==> src/rtl/rv32_pkg.sv <==
// ============================================================================
// Module   : rv32_pkg
// Purpose  : Shared RV32 constants and the next-PC select encoding.
// Revision : 1.0 - initial release
// ============================================================================
`default_nettype none

package rv32_pkg;

  localparam int XLEN = 32;

  localparam logic [XLEN-1:0] NOP_INSTR            = 32'h0000_0013;
  localparam logic [XLEN-1:0] RESET_VECTOR_DEFAULT = 32'h0000_0000;
  localparam logic [XLEN-1:0] TRAP_VECTOR_DEFAULT  = 32'h0000_0100;

  typedef enum logic [1:0] {
    SEL_SEQ      = 2'd0,
    SEL_REDIRECT = 2'd1,
    SEL_HOLD     = 2'd2,
    SEL_TRAP     = 2'd3
  } next_pc_sel_e;

endpackage

`default_nettype wire

==> src/rtl/if_id_reg.sv <==
// ============================================================================
// Module   : if_id_reg
// Purpose  : IF/ID pipeline register; flush > bubble > load, otherwise hold.
// Revision : 1.0 - initial release
// ============================================================================
`default_nettype none

module if_id_reg
  import rv32_pkg::*;
(
  input  logic            clk,
  input  logic            reset,
  input  logic            load,
  input  logic            bubble,
  input  logic            flush,
  input  logic [XLEN-1:0] pc_in,
  input  logic [XLEN-1:0] pc4_in,
  input  logic [XLEN-1:0] instr_in,
  output logic [XLEN-1:0] pc_out,
  output logic [XLEN-1:0] pc4_out,
  output logic [XLEN-1:0] instr_out,
  output logic            valid_out
);

  logic [XLEN-1:0] r_pc;
  logic [XLEN-1:0] r_pc4;
  logic [XLEN-1:0] r_instr;
  logic            r_valid;

  always_ff @(posedge clk) begin
    if (reset || flush) begin
      r_pc    <= '0;
      r_pc4   <= '0;
      r_instr <= NOP_INSTR;
      r_valid <= 1'b0;
    end else if (bubble) begin
      // PC fields keep the last real instruction's address
      r_instr <= NOP_INSTR;
      r_valid <= 1'b0;
    end else if (load) begin
      r_pc    <= pc_in;
      r_pc4   <= pc4_in;
      r_instr <= instr_in;
      r_valid <= 1'b1;
    end
  end

  assign pc_out    = r_pc;
  assign pc4_out   = r_pc4;
  assign instr_out = r_instr;
  assign valid_out = r_valid;

endmodule

`default_nettype wire

==> src/rtl/pc_fetch_unit.sv <==
// ============================================================================
// Module   : pc_fetch_unit
// Purpose  : RV32IM IF stage - PC register, PC+4, next-PC select, IF/ID capture.
// Options  : MISALIGN_TRAP_EN - misaligned redirect goes to TRAP_VECTOR and
//            pulses fetch_fault; otherwise target bits [1:0] are cleared.
// Revision : 1.0 - initial release
// ============================================================================
`default_nettype none

module pc_fetch_unit
  import rv32_pkg::*;
#(
  parameter logic [XLEN-1:0] RESET_VECTOR = RESET_VECTOR_DEFAULT,
  parameter logic [XLEN-1:0] TRAP_VECTOR  = TRAP_VECTOR_DEFAULT
) (
  input  logic            clk,
  input  logic            reset,
  input  logic            branch_taken,
  input  logic [XLEN-1:0] branch_target,
  input  logic            hazard_stall,
  input  logic            imem_busywait,
  input  logic [XLEN-1:0] imem_rdata,
  output logic [XLEN-1:0] imem_addr,
  output logic            imem_read,
  output logic [XLEN-1:0] ifid_pc,
  output logic [XLEN-1:0] ifid_pc4,
  output logic [XLEN-1:0] ifid_instr,
  output logic            ifid_valid,
  output logic            fetch_fault
);

  logic [XLEN-1:0] r_pc;
  logic [XLEN-1:0] w_pc4;
  logic [XLEN-1:0] w_target_aligned;
  logic [XLEN-1:0] w_next_pc;
  next_pc_sel_e    w_sel;
  logic            w_load;
  logic            w_bubble;
  logic            w_flush;

  assign w_pc4            = r_pc + 32'd4;
  assign w_target_aligned = branch_target & ~32'h0000_0003;

  always_comb begin
    w_sel = SEL_SEQ;
    if (branch_taken) begin
`ifdef MISALIGN_TRAP_EN
      w_sel = (branch_target[1:0] != 2'b00) ? SEL_TRAP : SEL_REDIRECT;
`else
      w_sel = SEL_REDIRECT;
`endif
    end else if (hazard_stall || imem_busywait) begin
      w_sel = SEL_HOLD;
    end
  end

  always_comb begin
    w_next_pc = w_pc4;
    case (w_sel)
      SEL_SEQ:      w_next_pc = w_pc4;
      SEL_REDIRECT: w_next_pc = w_target_aligned;
      SEL_HOLD:     w_next_pc = r_pc;
      SEL_TRAP:     w_next_pc = TRAP_VECTOR;
      default:      w_next_pc = w_pc4;
    endcase
  end

  always_ff @(posedge clk) begin
    if (reset) begin
      r_pc <= RESET_VECTOR;
    end else begin
      r_pc <= w_next_pc;
    end
  end

  // A redirect abandons any in-flight fetch, stalled or not
  assign w_flush  = branch_taken;
  assign w_bubble = !branch_taken && !hazard_stall && imem_busywait;
  assign w_load   = (w_sel == SEL_SEQ);

  if_id_reg u_if_id_reg (
    .clk       (clk),
    .reset     (reset),
    .load      (w_load),
    .bubble    (w_bubble),
    .flush     (w_flush),
    .pc_in     (r_pc),
    .pc4_in    (w_pc4),
    .instr_in  (imem_rdata),
    .pc_out    (ifid_pc),
    .pc4_out   (ifid_pc4),
    .instr_out (ifid_instr),
    .valid_out (ifid_valid)
  );

`ifdef MISALIGN_TRAP_EN
  logic r_fetch_fault;

  always_ff @(posedge clk) begin
    if (reset) begin
      r_fetch_fault <= 1'b0;
    end else begin
      r_fetch_fault <= (w_sel == SEL_TRAP);
    end
  end

  assign fetch_fault = r_fetch_fault;
`else
  assign fetch_fault = 1'b0;
`endif

  assign imem_addr = r_pc;
  assign imem_read = !reset;

endmodule

`default_nettype wire

==> config.mk <==
export PLATFORM = sky130hd
export DESIGN_NAME = pc_fetch_unit
export DESIGN_NICKNAME = d
export VERILOG_FILES = /design/src/rtl/rv32_pkg.sv /design/src/rtl/if_id_reg.sv /design/src/rtl/pc_fetch_unit.sv
export SDC_FILE = /design/constraint.sdc
export NUM_CORES = 1
export LEC_CHECK = 0
export CAP_MARGIN = 25
export CORE_MARGIN = 10
export CORE_UTILIZATION = 46
export CTS_BUF_LIST = sky130_fd_sc_hd__clkbuf_2 sky130_fd_sc_hd__clkbuf_4 sky130_fd_sc_hd__clkbuf_8
export DETAILED_ROUTE_END_ITERATION = 10
export PLACE_DENSITY_LB_ADDON = 0.15
export SLEW_MARGIN = 40
export SYNTH_ARGS = -nofsm -noshare
export SYNTH_HDL_FRONTEND = slang
export SYNTH_SLANG_ARGS = --single-unit
==> constraint.sdc <==
create_clock -name clk -period 2.6 [get_ports clk]
set_input_delay 0.52 -clock clk [delete_from_list [all_inputs] [get_ports clk]]
set_output_delay 0.52 -clock clk [all_outputs]
set_load 0.02 [all_outputs]
# Yosys cells after proc, flatten, opt, wreduce, memory -nomap -nowiden
# Index checks and enable logic that the tools add are counted.
word_totals:
  output_inout_bits: 131
  input_bits: 69
  elab_cells: 23
  ff_bits: 129
op_classes:
  muxes: 3
  n_reduce_logical: 10
  n_eq_ne: 3
  addsub: 1
  bitwise_logic: 1
op_table:
  columns: ["cell", "count"]
  rows:
  - ["$pmux W32 S3", 1]
  - ["$add A32 B3 Y32 const B", 1]
  - ["$eq A2 B2 Y1 const B", 2]
  - ["$mux W2", 2]
  - ["$logic_not A1 Y1", 3]
  - ["$eq A2 B1 Y1 const B", 1]
  - ["$logic_and A1 B1 Y1", 2]
  - ["$logic_not A2 Y1", 1]
  - ["$logic_or A1 B1 Y1", 2]
  - ["$reduce_and A2 Y1", 1]
  - ["$reduce_or A2 Y1", 1]
  - ["$not A1 Y1", 1]

# Longest topological paths before layout
depth:
  depth_word: 5
  mapped_depth: 8
  ltp_nobuf: 6

# Modules after synthesis
# Synthesis repeated with hierarchy kept, for this count alone.
hier_totals:
  cells_unflattened: 720
  area_unflattened_um2: 5828.1
modules_own_cells:
  columns: ["module", "cells_each", "instances", "seq_area_each_um2", "area_per_inst_um2"]
  rows:
  - ["if_id_reg", 388, 1, 1941.9, 3403.3]
  - ["pc_fetch_unit", 332, 1, 600.6, 2424.8]

# Worst setup path after synthesis
# No wires, ideal clock.
synth_timing:
  path_kind: "register to register"
  from: "register r_pc[2], in the netlist imem_addr[2]"
  to: "register r_pc[30], in the netlist imem_addr[30]"
  setup_time_ns: 0.135
  required_time_ns: 2.465
  path_buffers: 1
  arrival_time_ns: 2.206
  period_less_slack_ns: 2.341
  setup_slack_ns: 0.259
  stages_incl_launch_ff: 8
  path_cell_list: "dfxtp_1 > ha_1 > nand3_1 > or4_1 > buf_2 > nor4_2 > mux2i_1 > o22ai_1"
synth_via:
  elab_chain_cells: 2
synth_lines:
  columns: ["item", "line", "source"]
  rows:
  - ["from (decl)", "pc_fetch_unit.sv:32", "logic [XLEN-1:0] r_pc;"]
  - ["from (signal assigned)", "pc_fetch_unit.sv:72", "r_pc <= w_next_pc;"]
  - ["$add A32 B3 Y32", "pc_fetch_unit.sv:41", "assign w_pc4 = r_pc + 32'd4;"]
  - ["$pmux W32 S3", "pc_fetch_unit.sv:59", "case (w_sel)"]
# No other way between the ends.
# A chain may end at the register's enable or synchronous reset.

# Final worst setup path
# Same ends and word-level chain as after synthesis.

==> metrics.md <==
| Metric | Value |
|---|---|
| All-layer global routing usage | 0.211 |
| Worst slew margin | 0.600 |
| Count of final setup violators | 0 |
| Seq/Total Area, Yosys | 0.462 |
| Final Hold Violating Endpoints | 0 |
| Sequential share of power | 0.440 |
| RSZ-0062 raised after global routing | no |
| Multi-input combinational cell area | 0.00259 mm2 |
| First-pass GRT wire length | 27.7 mm |
| Static leakage | 2.69 nW |
| Total wire length | 17.7 mm |
| Final Skew | between 0.01 and 0.015 ns |
| Sw Share | 0.249 |
| Cells after synthesis | 651 |
| CTS tree | done |
| Post-DRT Antenna Nets | 0 |
| Largest net degree at the start of global routing | between 70 and 80 |
| Initial core utilization | 0.469 |
| Slew @ Worst Pin | 0.594 ns |
| Peak VDD IR | 0.368 mV |
| Longest Clk Path Bufs | 2 |
| Hpwl dp | 13.1 mm |
| PortBufs | between 150 and 200 |
| CP endpoint kind | register |
| Worst hold path class | reg2reg |
| Most frequent cells in the layout | clkdlybuf4s50_1, nand2_1, dfxtp_1, a21oi_1, nor2_1 |
| Crit Path Class | reg2reg |
| Cells resized by post-CTS repair | 0 |
| Initial antenna violation count | 0 |
| Die Height | 128 um |
| Placed Cells incl. Taps | 951 |
| Post-synth EDFFs | 0 |
| Synth top area share | 0.462 |
| Ports | 200 |
| Ys Warns | 0 |
| Worst R2R Start | imem_addr[2] |
| Seq cells post-synth | 123 |
| HP Start | u_if_id_reg.instr_out[31] |
| Synth unique cells | 41 |
| NetSw | 0.00114 W |
| Postcts setup bufs | 0 |
| Ys flop type | dfxtp_1 |
| Slowest-stage cell, CP | or4_1 |
| Fin crit share | 0.895 |
| Worst path top cell family by delay | simple AND/OR/NAND/NOR gates |
| Crit-path max cell delay | 0.75 ns |
| # DRC | 0 |
| Syn-to-layout area delta | 47.5% |
| Std-Cell Rows | 39 |
| # clock sinks | 123 |
| Core Area | 0.0114 mm2 |
| Ant diodes | 0 |
| H-tree levels | 4 |
| Root Driver | clkbuf_8 |
| DIE AREA | 0.0163 mm2 |
| Max_cap viols | 0 |
| Post-Syn Area | 0.00533 mm2 |
| Die Width | between 100 and 150 um |
| Minimum clock period | 2.33 ns |
| Ys async rst share | 0 |
| Worst path arrival time | 2.64 ns |
| Global route overflow | 0 |
| Fill count | approximately 940 |
| Wirelength per Cell | around 18 um |
| Drt first pass iters | 4 |
| Status | complete, no violations |
| Yosys top cell by area | dfxtp_1 |
| Fraction of layout cells with a size suffix above 1 | 0.104 |
| Startpoint Class | register |
| Skew-Pair Late Insertion Delay | 0.44 ns |
| Fin. max-slew vios | 0 |
| Combinational share of power | 0.127 |
| Vias per inst | 5.29 |
| Clk pwr share | 0.433 |
| Seq. cell area | about 0.0025 mm2 |
| Vias | 5198 |
| GPL Wtd Cong | around 0.86 |
| CP Launch Point | imem_addr[2] |
| Syn_area_per_cell | 8.19 um2 |
| Nets | around 900 |
| Non-filler cells in the finished layout | 983 |
| Clock transition at the registers of the reported paths | 0.07 ns |
| Fmax | between 0.4 and 0.5 GHz |
| Top post-synthesis cells by area | dfxtp_1, nand2_1, a21oi_1, xnor2_1, clkbuf_1 |
| Number of global-route vias before repair | 5056 |
| CP Max Fanout | 8 |
| Commonest non-fill, non-tap cell in the layout | clkdlybuf4s50_1 |
| Num CTS Buffers | 17 |
| PwrDens | 581 mW/mm2 |
| Initial DRC Count | 342 |
| Crit-path cells | ha_1 > nand3_1 > or4_1 > nor4_2 > mux2i_1 > o22ai_1 |
| Hold-fix buffer count after cts | 0 |
| Int Pwr | 0.00343 W |
| Worst Path Required | 2.92 ns |
| Worst path bufs/invs | 0 |
| Setup_tns | 0 ns |
[cells by family after synthesis]
kind of cell | Yosys count | synth area share
buffers and inverters | 72 | 0.0587
xor gates and xnor gates | 50 | 0.0822
muxes | 3 | 0.00563
DFF | 123 | 0.462
and+or+nand+nor | 253 | 0.220
other | 1 | 0.000704
AOI/OAI and AO/OA | 148 | 0.168
adders and majority gates | 1 | 0.00235
[sequential cells by signal, summed over array words and instances, names as in the netlist]
register               flops
u_if_id_reg.instr_out     32
imem_addr                 30
u_if_id_reg.pc4_out       30
u_if_id_reg.pc_out        30
u_if_id_reg.valid_out      1
[cells in the mapped netlist, drive strengths merged (14+ instances only)]
master  instances
nand2         134
dfxtp         123
a21oi          79
clkbuf         51
nor2           48
xnor2          36
o21ai          25
a211oi         24
buf            17
nor3           15
nor4           14
xor2           14
[metrics by stage]
| step | hold slack [ns] | power (W) | cell area, um2 | utilization | worst slack (ns) |
|---|---|---|---|---|---|
| after global routing | 0.475 | 0.00472 | 7860 | 0.692 | 0.108 |
| after CTS | 0.457 | 0.00460 | 7860 | 0.692 | 0.289 |
| after floorplan | 0.535 | 0.00233 | 5350 | - | 0.259 |
| final | 0.452 | 0.00456 | 7860 | 0.692 | 0.274 |
| after global placement | 0.441 | 0.00262 | 7390 | 0.650 | 0.208 |
| after detailed placement | 0.447 | 0.00263 | 7390 | 0.650 | 0.140 |
[tightest hold or removal path, delay by kind of cell (launching register included)]
kind	cells	cell delay [ns]
compound gates	1	0.05
flops	1	0.31
simple gates	1	0.05
[cell type report]
| class | instances | area share |
|---|---|---|
| sequential | 123 | 0.313 |
| tap | 143 | 0.0228 |
| timing repair buffer | 219 | 0.273 |
| multi-input combinational | 462 | 0.330 |
| clock buffer | 21 | 0.0352 |
| clock inverter | 11 | 0.0243 |
| inverter | 4 | 0.00191 |
[path summary, 6_finish.rpt]
check | to | cells after the start | slack, ns
setup / recovery | imem_addr[30] | 6 | 0.27
hold / removal | u_if_id_reg.instr_out[31] | 2 | 0.45
setup reg to reg | imem_addr[30] | 6 | 0.27
hold reg to reg | u_if_id_reg.instr_out[31] | 2 | 0.45
[power by group through the flow]
stage | registers [W] | logic, W | clock network [W]
after floorplan | 0.00209 | 0.000240 | 0
after global placement | 0.00205 | 0.000572 | 0
after detailed placement | 0.00205 | 0.000578 | 0
after CTS | 0.00201 | 0.000583 | 0.00201
after global routing | 0.00201 | 0.000624 | 0.00208
final | 0.00201 | 0.000579 | 0.00198
[layer usage]
layer | vias to the layer above | routed length [um] | global-route usage
met4 | 0 | 376 | 0.0821
met5 | - | 0 | 0
met3 | 28 | 1410 | 0.0682
met1 | 2427 | 7710 | 0.262
li1 | 2563 | - | -
met2 | 180 | 8180 | 0.335
No activity file was read; power rests on OpenSTA's default activity.
